===== config.mk =====
export PLATFORM = sky130hd
export DESIGN_NAME = sync_fork3_issue
export DESIGN_NICKNAME = d
export VERILOG_FILES = /design/src/rtl/sync_fork3_issue.sv
export SDC_FILE = /design/constraint.sdc
export NUM_CORES = 1
export LEC_CHECK = 0
export CAP_MARGIN = 30
export CORE_UTILIZATION = 44
export DETAILED_ROUTE_END_ITERATION = 8
export GPL_TIMING_DRIVEN = 0
export PLACE_DENSITY = 0.8
export SETUP_SLACK_MARGIN = 0.5
export SLEW_MARGIN = 20
export SYNTH_ARGS = -nofsm -noshare
export SYNTH_HDL_FRONTEND = slang
export SYNTH_SLANG_ARGS = --single-unit
export TNS_END_PERCENT = 50

===== constraint.sdc =====
create_clock -name clk -period 1.96 [get_ports clk]
set_clock_uncertainty 0.15 [all_clocks]
set_input_delay 0.392 -clock clk [delete_from_list [all_inputs] [get_ports clk]]
set_output_delay 0.392 -clock clk [all_outputs]
set_load 0.01 [all_outputs]

===== src/rtl/sync_fork3_issue.sv =====
// sync_fork3_issue: valid/ready issue stage that fans one token out to three
// micropipeline branches and holds off the next token until all three free returns arrive.
module sync_fork3_issue #(
  parameter int DW      = 8,
  parameter int PULSE_W = 2,
  parameter int TIMEOUT = 16,
  parameter int CW      = 4
) (
  input  logic          clk,
  input  logic          rst,
  input  logic          i_valid,
  output logic          o_ready,
  input  logic [DW-1:0] i_data,
  output logic [DW-1:0] o_data,
  output logic          o_drive0,
  output logic          o_drive1,
  output logic          o_drive2,
  input  logic          i_free0,
  input  logic          i_free1,
  input  logic          i_free2,
  output logic          o_busy,
  output logic          o_err,
  output logic [CW-1:0] o_tokCnt
);

  localparam int PW = (PULSE_W > 1) ? $clog2(PULSE_W) : 1;
  localparam int WW = (TIMEOUT > 1) ? $clog2(TIMEOUT) : 1;
  localparam logic [PW-1:0] PULSE_LAST = PW'(PULSE_W - 1);
  localparam logic [WW-1:0] WAIT_LAST  = WW'((TIMEOUT > 0) ? TIMEOUT - 1 : 0);

  typedef enum logic [1:0] {IDLE, DRIVE, WAIT} state_t;

  state_t        state, state_nx;
  logic [2:0]    free_s1, free_s2, free_prev;
  logic [2:0]    free_edge;
  logic [2:0]    flags, flags_nx;
  logic          all_set;
  logic [PW-1:0] pcnt, pcnt_nx;
  logic [WW-1:0] wcnt, wcnt_nx;
  logic          drive_q, drive_nx;
  logic          ready_nx, busy_nx, err_nx;
  logic [DW-1:0] data_nx;
  logic [CW-1:0] tok_nx;

  // Frees are asynchronous: two-stage synchronizer, then a one-cycle rising-edge strobe.
  always_ff @(posedge clk or negedge rst) begin
    if (!rst) begin
      free_s1   <= '0;
      free_s2   <= '0;
      free_prev <= '0;
    end else begin
      free_s1   <= {i_free2, i_free1, i_free0};
      free_s2   <= free_s1;
      free_prev <= free_s2;
    end
  end

  assign free_edge = free_s2 & ~free_prev;
  assign all_set   = &(flags | free_edge);

  always_ff @(posedge clk or negedge rst) begin
    if (!rst) begin
      state    <= IDLE;
      flags    <= '0;
      pcnt     <= '0;
      wcnt     <= '0;
      drive_q  <= 1'b0;
      o_ready  <= 1'b0;
      o_busy   <= 1'b0;
      o_err    <= 1'b0;
      o_data   <= '0;
      o_tokCnt <= '0;
    end else begin
      state    <= state_nx;
      flags    <= flags_nx;
      pcnt     <= pcnt_nx;
      wcnt     <= wcnt_nx;
      drive_q  <= drive_nx;
      o_ready  <= ready_nx;
      o_busy   <= busy_nx;
      o_err    <= err_nx;
      o_data   <= data_nx;
      o_tokCnt <= tok_nx;
    end
  end

  // Completion is tested before timeout so a last free landing on the timeout cycle still counts.
  always_comb begin
    state_nx = state;
    flags_nx = flags;
    pcnt_nx  = pcnt;
    wcnt_nx  = wcnt;
    drive_nx = drive_q;
    ready_nx = o_ready;
    err_nx   = o_err;
    data_nx  = o_data;
    tok_nx   = o_tokCnt;
    case (state)
      IDLE: begin
        ready_nx = 1'b1;
        if (|free_edge) err_nx = 1'b1;
        if (i_valid && o_ready) begin
          data_nx  = i_data;
          ready_nx = 1'b0;
          flags_nx = '0;
          pcnt_nx  = '0;
          wcnt_nx  = '0;
          drive_nx = 1'b1;
          state_nx = DRIVE;
        end
      end
      DRIVE: begin
        flags_nx = flags | free_edge;
        if (pcnt == PULSE_LAST) begin
          drive_nx = 1'b0;
          state_nx = WAIT;
        end else begin
          pcnt_nx = pcnt + PW'(1);
        end
      end
      WAIT: begin
        flags_nx = flags | free_edge;
        if (all_set) begin
          tok_nx   = o_tokCnt + CW'(1);
          wcnt_nx  = '0;
          ready_nx = 1'b1;
          state_nx = IDLE;
        end else if ((TIMEOUT > 0) && (wcnt == WAIT_LAST)) begin
          err_nx   = 1'b1;
          wcnt_nx  = '0;
          ready_nx = 1'b1;
          state_nx = IDLE;
        end else begin
          wcnt_nx = wcnt + WW'(1);
        end
      end
      default: state_nx = IDLE;
    endcase
    busy_nx = (state_nx != IDLE);
  end

  assign o_drive0 = drive_q;
  assign o_drive1 = drive_q;
  assign o_drive2 = drive_q;

endmodule


### Yosys cells after proc, flatten, opt, wreduce, memory -nomap -nowiden

Cells that the tools add are included.

| storage, ports and cells | value |
|---|---|
| logic and storage cells | 69 |
| bits in writable memories | 0 |
| output and inout bits | 18 |
| flip-flop bits (word level) | 35 |
| bits of input ports | 14 |
| memories | 0 |
| bits in read-only memories | 0 |
| latch bits | 0 |

| operators by class | value |
|---|---|
| order comparisons | 0 |
| equality and inequality tests | 9 |
| muxes and demuxes | 24 |
| multipliers | 0 |
| div/mod/pow operators | 0 |
| bitwise logic cells | 3 |
| shift-type cells | 0 |
| $add $sub $neg | 3 |
| reductions and logical operators | 17 |

Operator list:

| operator | count |
|---|---|
| 4-bit two-way mux | 3 |
| 2-bit != test (second input constant) | 5 |
| 2-bit AND reduction | 5 |
| 1-bit two-way mux | 9 |
| 4-bit by 1-bit adder with 4-bit output (second input constant) | 2 |
| 2-bit two-way mux | 4 |
| 1-bit case mux with 2 select lines | 4 |
| 4-bit case mux with 2 select lines | 1 |
| 4-bit AND reduction | 2 |
| 2-bit nonzero test | 4 |
| 2-bit case mux with 3 select lines | 1 |
| 3-bit case mux with 2 select lines | 1 |
| 3-bit AND reduction | 2 |
| 4-bit == test (second input constant) | 1 |
| 3-bit bitwise AND | 1 |
| 3-bit two-way mux | 1 |
| 3-bit != test (second input constant) | 1 |
| 3-bit NOT | 1 |
| 3-bit OR | 1 |
| 3-bit OR reduction | 1 |
| 2-bit by 1-bit == test with 1-bit output (second input constant) | 1 |
| 2-bit == test (second input constant) | 1 |
| 2-bit logical NOT | 1 |
| 2-bit OR reduction | 1 |
| 2 further kinds | 2 |

### Longest topological paths before layout

| depth | value |
|---|---|
| depth after elaboration | 7 |
| depth in mapped cells | 6 |
| gate-level depth less buffers | 6 |

### Worst setup path before layout

OpenSTA, ideal clock, no wires.

| timing | value |
|---|---|
| kind | register to register |
| from | reg free_prev[0] |
| to | reg o_tokCnt[1] |
| slack | -0.014 ns |
| data arrival time | 1.699 ns |
| period minus slack after synthesis | 1.974 ns |
| data required time | 1.685 ns |
| buffers on the path | 0 |
| setup time | 0.125 ns |
| cell stages (with the launch flop) | 5 |
| cell sequence | dfrtp_1 nand2b_4 a222oi_1 nand2_2 mux2_4 |

| on the way | value |
|---|---|
| cells in the longest elaborated chain, start to end | 4 |

RTL lines:

| element | RTL line | RTL |
|---|---|---|
| from (decl) | 34 | `logic [2:0] free_s1, free_s2, free_prev;` |
| from (signal assigned) | 54 | `free_prev <= free_s2;` |
| 3-bit NOT | 58 | `assign free_edge = free_s2 & ~free_prev;` |
| 3-bit bitwise AND | 58 |  |
| 3-bit OR | 59 | `assign all_set = &(flags \| free_edge);` |
| 4-bit AND reduction (no source line) | - |  |
| to (signal assigned) | 83 | `o_tokCnt <= tok_nx;` |
| to (decl) | 23 | `output logic [CW-1:0] o_tokCnt` |

No other way between the ends.
A chain may end at the register's enable or synchronous reset.

### Final worst setup path

| timing | value |
|---|---|
| from | reg free_prev[1] |
| to | reg o_tokCnt[1] |

The elaborated chain is that of the path after synthesis.

==> impl_metrics.py <==
metrics = {
    "logic_synthesis": {
        "synthSimpleGateAreaFrac_pct": 13.3,
        "yosysSeqAreaShare_pct": 58.7,
        "synthesis.nets": 143,
        "netlist-cell-type-count": 37,
        "synthMuxAreaShare_pct": 7.04,
        "synth_compound_area_share_pct": 10.6,
        "synthCells": 123,
        "synthAdderAreaFrac_pct": 5.03,
        "async_flop_share_pct": 100,
        "yosysWarnings": 0,
        "ys_ff_latch": 35,
        "synth_area_mm2": 0.00149,
        "synth_ff_type": "dfrtp_1",
        "avgSynthCellArea_um2": 12.1,
        "synthXorXnorAreaFrac_pct": 1.76,
        "synth_edf_count": 0,
        "synth_top_area_cell": "dfrtp_1",
        "synth_top_family_by_area": "simple AND/OR/NAND/NOR gates",
        "synth_top_area_share_pct": 58.7,
        "synthTopCellsByArea": "dfrtp_1, mux2_2, ha_1",
    },
    "layout": {
        "drive_gt1_share_pct": 45.5,
        "nNetsFinal": 206,
        "diodes": 0,
        "area_growth_pct": 57.2,
        "fillCellCount": 202,
        "fin_area_mm2": 0.00235,
        "fin_cells": 231,
    },
    "sta": {
        "max_slew_margin_pct": 75.4,
        "worstMarginPinSlew_ns": 0.368,
        "drv_slew": 0,
        "final-setup-viol-count": 0,
        "rsz0062_at_grt": "true",
        "hold_violations": 0,
        "timing.final.crit_share_pct": 91.1,
        "fmax_ghz": 0.560,
        "period_needed_ns": 1.79,
    },
    "clock_tree": {
        "cts.sinks": 35,
        "cts-root-buf": "clkbuf_4",
        "cts_buffer_depth": 2,
        "insertion_delay_ns": 0.35,
        "ctsHtreeMaxLevel": 2,
        "clkTransAtPathRegs_ns": 0.11,
        "cts_tree": "done",
        "cts_buffers": 5,
    },
    "routing": {
        "vias": 1218,
        "vias_per_cell": 5.27,
        "drtIter0Drc": 35,
        "first_pass_iters": 4,
        "wl_um": 3800,
        "wl_per_cell_um": 16.4,
        "ant_nets": 0,
        "drc_errors": 0,
    },
    "flow_run": {
        "maxCapViolations": 0,
    },
    "power": {
        "p_per_area_mw_per_mm2": 1460,
        "power_frac_seq_pct": 32.0,
        "peakVddDrop_uv": 670,
        "switching_share_pct": 35.2,
        "p_clk_share_pct": 15.9,
        "intPower_w": 0.00221,
        "p_total_w": 0.00342,
        "p_leak_nw": 1.11,
        "power_frac_comb_pct": 52.1,
        "p_switching_w": 0.00120,
    },
    "floorplan": {
        "start_util_pct": 47.7,
        "die_x_um": 60.2,
        "dieArea_mm2": 0.00363,
        "core_mm2": 0.00313,
        "ioPinCount": 32,
        "row_count": 20,
        "fp.dieH_um": 60.2,
    },
    "worst_setup_path": {
        "cpMaxStageDelayCell": "dfrtp_1",
        "path_buf_inv": 1,
        "critical-path-max-stage-delay_ns": 0.39,
        "crit_fanout": 8,
        "required_ns": 2.05,
        "timing.rr.start": "free_prev[1]",
        "reg2regPathDepth": 5,
        "startpoint_type": "flip-flop",
        "arrival_ns": 1.88,
        "cp-end-kind": "flip-flop",
        "r2r_setup_slack_ns": 0.17,
        "path_cells": "nand2b_4 -> a222oi_1 -> buf_4 -> nand2_4 -> mux2_4",
        "timing.rr.end": "o_tokCnt[1]",
        "crit_family": "flip-flops",
        "critPathKind": "flip-flop to flip-flop",
    },
    "run_status": {
        "status": "complete, no violations",
    },
    "worst_hold_path": {
        "hp-class": "flip-flop to flip-flop",
        "min_delay_path_depth": 0,
        "worstHoldStart": "free_s1[0]",
        "hold_end": "free_s2[0]",
    },
    "global_route": {
        "grt_pass1_wl_um": 5650,
        "use_met1_pct": 25.6,
        "grt_pass1_vias": 1249,
        "grt_usage_pct": 21.9,
        "busiest_layer": "met2",
        "grt_use_met2_pct": 37.7,
        "grt_use_met3_pct": 6.49,
        "antenna_found_initial": 0,
        "grt_max_degree": 27,
        "overflow": 0,
    },
    "placement": {
        "detailed_place_hpwl_um": 2170,
        "numPortBuffers": 31,
        "dp_cells": 199,
        "gp_congestion": 0.773,
        "dpl_cell_area_mm2": 0.00194,
    },
}
[cell usage after synthesis (3+ instances only)]
| cell type | instances |
|---|---|
| ha_1 | 6 |
| nand2b_1 | 3 |
| dfrtp_1 | 35 |
| nor3_1 | 3 |
| nand2_1 | 7 |
| o21ai_0 | 4 |
| a21o_1 | 3 |
| a21oi_1 | 7 |
| buf_4 | 3 |
| mux2_2 | 8 |
| xnor2_1 | 3 |
| nand3_1 | 4 |
| nor2_1 | 6 |
| inv_1 | 5 |
[worst reg2reg max path: cells and delay by family, from the launching register on]
kind / cells / cell delay (ns)
flops: 1 / 0.39
compound gates: 1 / 0.33
mux: 1 / 0.30
buf+inv: 1 / 0.28
simple gates: 2 / 0.24
[final cells by class]
class,instances,area (um^2),share of cell area [%]
clock buffers,6,51.3,2.19
multi-input cells,77,761,32.4
plain buffers,4,53.8,2.29
flip-flops and latches,35,876,37.3
repair buffers,56,487,20.7
clock inverters,2,35.0,1.49
inverters,7,27.5,1.17
well taps,44,55.1,2.35
[state kept, by name, summed over array words and instances, names as in the netlist]
signal	count
o_busy	1
o_drive0	1
o_data	8
wcnt	4
o_tokCnt	4
state	2
free_s1	3
flags	3
free_prev	3
o_err	1
pcnt	1
free_s2	3
o_ready	1
[worst max path at each step]
stage                        endpoint         start  slack (ns)  cells after the start
after global placement      o_data[3]           rst       -0.31                      1
after detailed placement  o_tokCnt[1]  free_prev[0]       -0.40                      4
final                     o_tokCnt[1]  free_prev[1]        0.17                      5
after global routing           o_busy  free_prev[0]        0.12                      5
after CTS                    flags[0]      state[0]        0.24                      4
after floorplan           o_tokCnt[1]  free_prev[0]      -0.001                      4
[cell families after synthesis]
| group | after synthesis |
|---|---|
| xor gates and xnor gates | 3 |
| DFF | 35 |
| adders and majority gates | 6 |
| muxes | 9 |
| AOI/OAI and AO/OA | 23 |
| and+or+nand+nor | 36 |
| buffers and inverters | 11 |
[cells in the final DEF (no fill, tap or decap), types with 2 or more instances in the layout]
cell	Yosys	routed
inv_1	5	3
dfrtp_1	35	35
nand3_2	0	2
a21o_1	3	3
clkdlybuf4s50_1	0	12
ha_4	0	2
inv_2	0	2
dlygate4sd2_1	0	9
xnor2_1	3	2
nor2_1	6	5
or3_4	0	3
nand2b_1	3	2
nand2_4	0	2
nor3_2	0	2
ha_1	6	3
buf_6	0	9
buf_4	3	19
a21oi_1	7	2
a21oi_2	0	4
clkbuf_4	0	5
buf_2	0	8
nand2b_4	1	2
nand2_1	7	6
o21ai_0	4	3
mux2_4	1	8
[repair_timing]
item / CTS / global route
setup endpoints to repair: 44 / 43
buffers inserted: 19 / 4
hold buffers: 1 / 0
hold endpoints to repair: 9 / 0
resized for setup: 69 / 19
pin swaps: 8 / 11
[per-layer routing]
| metal | part of all wire [%] | up-vias |
|---|---|---|
| met5 | 0 | - |
| met3 | 4.5 | 7 |
| met2 | 53 | 46 |
| li1 | - | 555 |
| met1 | 40 | 610 |
| met4 | 2.2 | 0 |
[stage by stage]
stage	worst slack (ns)	setup TNS, ns	utilization [%]	hold WS, ns
CTS	0.241	0	71.0	0.209
detailed placement	-0.399	-3.46	61.9	0.136
global route	0.118	0	75.0	0.218
floorplan	-0.00116	-0.00116	-	-0.0536
global placement	-0.314	-13.05	61.2	0.181
finish	0.174	0	75.0	0.207
[power by group through the flow]
stage | Combinational [W] | Clock, W | Sequential (W)
floorplan | 0.000708 | 0 | 0.00117
global placement | 0.00122 | 0 | 0.00111
detailed placement | 0.00129 | 0 | 0.00112
CTS | 0.00155 | 0.000553 | 0.00108
global route | 0.00190 | 0.000589 | 0.00112
finish | 0.00178 | 0.000544 | 0.00109
Note: power is estimated with default switching activity, not from simulation.
